[src/rtl/serial_addsub.sv]
// Bit-serial adder/subtractor: one full-adder cell and a carry flop produce one
// result bit per clock, LSB first, into a shadow register published on completion.
module serial_addsub #(
  parameter int WIDTH = 4
) (
  input  logic             clock,
  input  logic             resetn,
  input  logic             start,
  input  logic             sub,
  input  logic [WIDTH-1:0] in1,
  input  logic [WIDTH-1:0] in2,
  input  logic             cin,
  output logic             busy,
  output logic             done,
  output logic [WIDTH-1:0] sum,
  output logic             cout,
  output logic             overflow,
  output logic             zero
);
  localparam int CW = (WIDTH > 1) ? $clog2(WIDTH) : 1;

  typedef enum logic [1:0] {IDLE, RUN, DONE} state_t;

  state_t           state, nxt;
  logic [WIDTH-1:0] a, b, shadow;
  logic             carry;
  logic [CW-1:0]    cnt;

  logic             s, cnext, last;
  logic [WIDTH-1:0] fin;

  // Single full-adder cell working on the current LSBs.
  assign s     = a[0] ^ b[0] ^ carry;
  assign cnext = (a[0] & b[0]) | (a[0] & carry) | (b[0] & carry);
  assign last  = (cnt == CW'(WIDTH - 1));
  assign fin   = {s, shadow[WIDTH-1:1]};

  assign busy = (state != IDLE);
  assign done = (state == DONE);

  always_ff @(posedge clock or negedge resetn) begin
    if (!resetn) state <= IDLE;
    else         state <= nxt;
  end

  always_comb begin
    nxt = state;
    case (state)
      IDLE:    if (start) nxt = RUN;
      RUN:     if (last)  nxt = DONE;
      DONE:    nxt = IDLE;
      default: nxt = IDLE;
    endcase
  end

  // Subtraction is folded into the load: invert B and the borrow-in once.
  always_ff @(posedge clock or negedge resetn) begin
    if (!resetn) begin
      a        <= '0;
      b        <= '0;
      shadow   <= '0;
      carry    <= 1'b0;
      cnt      <= '0;
      sum      <= '0;
      cout     <= 1'b0;
      overflow <= 1'b0;
      zero     <= 1'b0;
    end else begin
      case (state)
        IDLE: if (start) begin
          a      <= in1;
          b      <= in2 ^ {WIDTH{sub}};
          carry  <= cin ^ sub;
          cnt    <= '0;
          shadow <= '0;
        end
        RUN: begin
          a      <= a >> 1;
          b      <= b >> 1;
          carry  <= cnext;
          shadow <= fin;
          cnt    <= cnt + 1'b1;
          // On the MSB cycle `carry` is still the carry into the MSB.
          if (last) begin
            sum      <= fin;
            cout     <= cnext;
            overflow <= carry ^ cnext;
            zero     <= (fin == '0);
          end
        end
        default: ;
      endcase
    end
  end
endmodule

[config.mk]
export PLATFORM = sky130hd
export DESIGN_NAME = serial_addsub
export DESIGN_NICKNAME = d
export VERILOG_FILES = /design/src/rtl/serial_addsub.sv
export SDC_FILE = /design/constraint.sdc
export NUM_CORES = 1
export LEC_CHECK = 0
export CORE_UTILIZATION = 34
export CTS_CLUSTER_DIAMETER = 50
export CTS_CLUSTER_SIZE = 25
export DETAILED_ROUTE_END_ITERATION = 10
export HOLD_SLACK_MARGIN = 0.02
export PLACE_DENSITY = 0.65
export REMOVE_ABC_BUFFERS = 1
export SETUP_SLACK_MARGIN = 0.3
export SYNTH_ARGS = -nofsm -noshare
export SYNTH_HDL_FRONTEND = slang
export SYNTH_SLANG_ARGS = --single-unit
[constraint.sdc]
create_clock -name clock -period 1.8 [get_ports clock]
set_input_delay 0.36 -clock clock [delete_from_list [all_inputs] [get_ports clock]]
set_output_delay 0.36 -clock clock [all_outputs]
set_load 0.01 [all_outputs]
== After elaboration in Yosys (flattened, before gate mapping) ==
Index checks and enable logic that the tools add are counted.

* Output and inout bits: 9
* Input port bits: 13
* Flip-flop bits (word level): 24
* Word-level logic and storage cells: 46

* Bitwise gates (word level): 10
* Eq/ne operators: 5
* Add/sub/neg operators: 1
* Reduce and logical (&&, ||, !) cells: 7
* Multiplexer cells: 13

{| class="wikitable"
|+ Operators by type and width
! operator !! count
|-
| 4-bit case mux with 2 select lines || 3
|-
| 4-bit 2-to-1 mux || 3
|-
| 2-bit case mux with 2 select lines || 2
|-
| 2-bit 2-to-1 mux || 3
|-
| 2-bit AND reduction || 3
|-
| 2-bit == test (second input constant) || 2
|-
| 4-bit logical NOT || 1
|-
| 2-bit inequality test (second input constant) || 2
|-
| 2-bit nonzero test || 2
|-
| 1-bit bitwise XOR || 4
|-
| 4-bit bitwise XOR || 1
|-
| 1-bit AND || 3
|-
| 2-bit by 1-bit adder with 2-bit output (second input constant) || 1
|-
| 2-bit by 1-bit == test with 1-bit output (second input constant) || 1
|-
| 2-bit logical NOT || 1
|-
| 1-bit OR || 2
|-
| 1-bit case mux with 2 select lines || 1
|-
| 1-bit 2-to-1 mux || 1
|}

== Longest topological paths before layout ==
* Depth in word-level cells: 4
* Mapped depth: 4
* Depth with buffers taken out: 4

== Least setup slack after synthesis ==
Ideal clock, no wire load.

* Path kind: reg-to-reg
* Start point: register a[0]
* End point: register zero
* Stages on the path, launching flop included: 4
* Buffers on the path: 0
* Period minus slack after synthesis: 1.537 ns
* Required time: 1.716 ns
* Data arrival time: 1.454 ns
* Setup time: 0.084 ns
* Path slack: 0.263 ns
* Path through: dfrtp_1 fa_1 or4_1 o21ai_0

* Cells in the longest elaborated chain, start to end: 3

{| class="wikitable"
|+ RTL lines
! item !! RTL line !! RTL
|-
| from (decl) || 25 || <nowiki>logic [WIDTH-1:0] a, b, shadow;</nowiki>
|-
| from (signal assigned) || 71 || <nowiki>a <= in1;</nowiki>
|-
| from (signal assigned) || 78 || <nowiki>a <= a >> 1;</nowiki>
|-
| 1-bit bitwise XOR (2 in a row) || 33 || <nowiki>assign s = a[0] ^ b[0] ^ carry;</nowiki>
|-
| named net s || 29 || <nowiki>logic s, cnext, last;</nowiki>
|-
| 4-bit logical NOT || 88 || <nowiki>zero <= (fin == '0);</nowiki>
|-
| to (signal assigned) || 88 ||
|-
| to (decl) || 18 || <nowiki>output logic zero</nowiki>
|}

The timed path passes the listed nets, and every way through them passes these cells.
A chain may end at the register's enable or synchronous reset.

== Worst setup path in the final report ==
Ends and elaborated chain as after synthesis.

==> metrics.md <==
| Metric | Value |
|---|---|
| Post-CTS Repair Setup Buffers | `0` |
| Drt drc | `1` |
| Fmax | `654 MHz` |
| Sequential share of the synthesized area | `0.552` |
| Clock buffer depth | `2` |
| CP Data Arrival Time | `1.77 ns` |
| Cell Area, Synth | `0.00104 mm2` |
| ANT nets after route | `0` |
| Post-layout min period | `1.53 ns` |
| Max FO, Critical Path | `3` |
| Synth async-reset ratio | `1.00` |
| Path type of the worst setup path | `reg2reg` |
| Count of pins over their slew limit | `0` |
| Die width | `57.4 um` |
| Reg-to-reg setup timing slack | `0.27 ns` |
| Num CTS Buffers | `3` |
| Port bufs | `21` |
| Average size of a mapped cell | `11.6 um2` |
| Ratio of final minimum period to clock period | `0.849` |
| Main flop type after synthesis | `dfrtp_1` |
| Outcome | `complete, but fails checks` |
| CTS tree | `built` |
| Pwr Density | `1470 mW/mm2` |
| Reg2reg start | `a[0]$_DFFE_PN0P_` |
| Max-slew headroom | `0.749` |
| Yosys reg bits | `23` |
| Initial core utilization | `0.369` |
| H-tree Lvls | `1` |
| Placer Congestion | `0.749` |
| Final hold violation count | `0` |
| Die Y | `57.4 um` |
| Synth warn | `0` |
| Tot GR Track Use | `0.133` |
| First-pass iteration count of the detailed router | `7` |
| Synth area leader | `dfrtp_1` |
| Vias per cell | `5.14` |
| CP required | `2.04 ns` |
| Hold_ws | `0.385 ns` |
| HP Class | `in2async` |
| Core area | `0.00283 mm2` |
| Layout area overhead | `28.3%` |
| Distinct cells, synth | `26` |
| Setup TNS | `0 ns` |
| Critical path launch point | `a[0]$_DFFE_PN0P_` |
| EDFF count, synth | `0` |
| Reg-to-Reg End | `zero$_DFFE_PN0P_` |
| Vias | `766` |
| Hold Buf Count CTS | `0` |
| Worst Setup EP | `zero$_DFFE_PN0P_` |
| Post-Route Skew | `0.00423 ns` |
| Worst setup EP type | `register` |
| Largest net degree at the start of global routing | `24` |
| LEAKAGE | `0.648 nW` |
| Ant diodes | `0` |
| Share of cells above drive strength 1 | `0.178` |
| R2R cell count | `3` |
| Failing checks | `design-rule violations` |
| Cells after synthesis | `90` |
| Overflow after GRT | `0` |
| Initial antenna violation count | `0` |
| Post-synth top area share | `0.552` |
| Clk root buf | `clkbuf_4` |
| Setup violations, final | `0` |
| Die area | `0.00329 mm2` |
| Place WS | `0.154 ns` |
| Most common cell in the netlist | `dfrtp_1` |
| Clock Latency Late Sink | `0.31 ns` |
| DR iter-0 viols | `10` |
| MaxCap Viol Count | `0` |
| CTS clk-pin slew, worst paths | `0.13 ns` |
| Setup ws final | `0.271 ns` |
| Detailed Place HPWL | `1.43 mm` |
| Worst setup SP type | `register` |
| Final wirelength | `1.94 mm` |
| I/O pin total | `22` |
| Maximum vdd drop | `612 uV` |
| Global-route wire length before repair | `3.37 mm` |
| RSZ-0062 raised after global routing | `true` |
| Synth top area cells | `dfrtp_1 (55%), mux2_2 (6.5%), xor2_1 (4.2%)` |
| Vias in the first global route | `771` |
| Post-layout net count | `134` |
| Slew at the pin closest to its max-slew limit | `0.376 ns` |
| Clock Sinks | `23` |
| Top cells by count, synth | `dfrtp_1 (23), nand2_1 (11), o21ai_0 (7)` |
| WL/cell | `13.0 um` |
| Row cnt | `19` |
area by class of cell:
| type | count | area, um2 |
|---|---|---|
| Timing Repair Buffer | 28 | 250 |
| Clock buffer | 4 | 26.3 |
| Fill cell | 282 | 1490 |
| Inverter | 5 | 18.8 |
| Sequential cell | 23 | 576 |
| Multi-Input combinational cell | 58 | 429 |
| Tap cell | 31 | 38.8 |
state kept, by name (all words and copies together), names as in the netlist:
signal / count
zero: 1
cnt: 2
state: 2
shadow: 3
sum: 4
cout: 1
carry: 1
b: 4
overflow: 1
a: 4
worst min path at each step:
stage / from / to / slack, ns / cells after the start
3_3_place_gp: a[2]$_DFFE_PN0P_ / a[2]$_DFFE_PN0P_ / 0.46 / 2
6_report: resetn / b[3]$_DFFE_PN0P_ / 0.39 / 2
4_1_cts: resetn / sum[2]$_DFFE_PN0P_ / 0.40 / 2
5_1_grt: resetn / b[3]$_DFFE_PN0P_ / 0.40 / 2
2_1_floorplan: resetn / a[0]$_DFFE_PN0P_ / 0.06 / 0
3_5_place_dp: zero$_DFFE_PN0P_ / zero$_DFFE_PN0P_ / 0.47 / 2
report_power, final:
group	leakage [nW]	internal [mW]	switching, mW
clock	0.0150	0.0865	0.152
sequential	0.297	0.726	0.132
combinational	0.337	0.462	0.412
total	0.648	1.27	0.696
through the flow:
stage	instance area, um2	power [mW]	instances	utilization
2_1_floorplan	1020	1.38	86	-
3_3_place_gp	1320	1.76	145	0.467
3_5_place_dp	1320	1.79	145	0.467
4_1_cts	1340	1.97	149	0.472
5_1_grt	1340	2.14	149	0.473
6_report	1340	1.97	149	0.473
routing by layer:
layer  share of wire  vias up  GRT usage  wire length [um]
li1                -      373          -                 -
met1            0.47      369      0.184               913
met2            0.47       20      0.211               917
met3           0.045        4     0.0272                87
met4          0.0098        0     0.0418                19
met5               0        -          0                 0
critical path: stages (launching register included):
cell and delay (ns):
dfrtp_1 0.42, fa_1 0.51, or4_1 0.42, o21ai_1 0.12
what timing repair did:
item / CTS / global route
gates resized for setup: 14 / 3
cloned: 0 / 0
endpoints found under the setup margin: 10 / 3
hold endpoints to repair: 0 / 0
pin swaps: 2 / 1
kinds of logic after synthesis:
| kind of cell | synth area share |
|---|---|
| buffers and inverters | 0.0396 |
| multiplexers | 0.0647 |
| adder cells (fa/ha/maj) | 0.0312 |
| AO/OA/AOI/OAI | 0.146 |
| flip-flops | 0.552 |
| XOR/XNOR | 0.0504 |
| AND/OR/NAND/NOR | 0.116 |
cells in the final DEF, fill, tap and decap left out:
| master | Yosys | routed |
|---|---|---|
| a21oi_1 | 2 | 2 |
| a222oi_1 | 2 | 2 |
| a22o_1 | 4 | 4 |
| a22oi_1 | 2 | 2 |
| a31oi_1 | 2 | 2 |
| a32oi_1 | 2 | 2 |
| and2b_1 | 1 | 1 |
| and3b_1 | 1 | 1 |
| buf_4 | 1 | 7 |
| buf_6 | 0 | 1 |
| clkbuf_1 | 0 | 1 |
| clkbuf_2 | 0 | 1 |
| clkbuf_4 | 0 | 3 |
| clkdlybuf4s50_1 | 0 | 12 |
| dfrtp_1 | 23 | 23 |
| dlygate4sd2_1 | 0 | 7 |
| fa_1 | 1 | 1 |
| ha_1 | 1 | 1 |
| inv_1 | 5 | 5 |
| mux2_2 | 6 | 6 |
| nand2_1 | 11 | 11 |
| nand3b_2 | 1 | 1 |
| nor2_1 | 2 | 2 |
| nor2b_1 | 3 | 3 |
| nor3b_2 | 1 | 1 |
| o21ai_0 | 7 | 6 |
| o21ai_1 | 0 | 1 |
| o21bai_1 | 1 | 1 |
| or2_4 | 0 | 1 |
| or4_1 | 1 | 1 |
| xnor2_1 | 1 | 1 |
| xor2_1 | 5 | 5 |
Power figures use the tool's default switching activity.
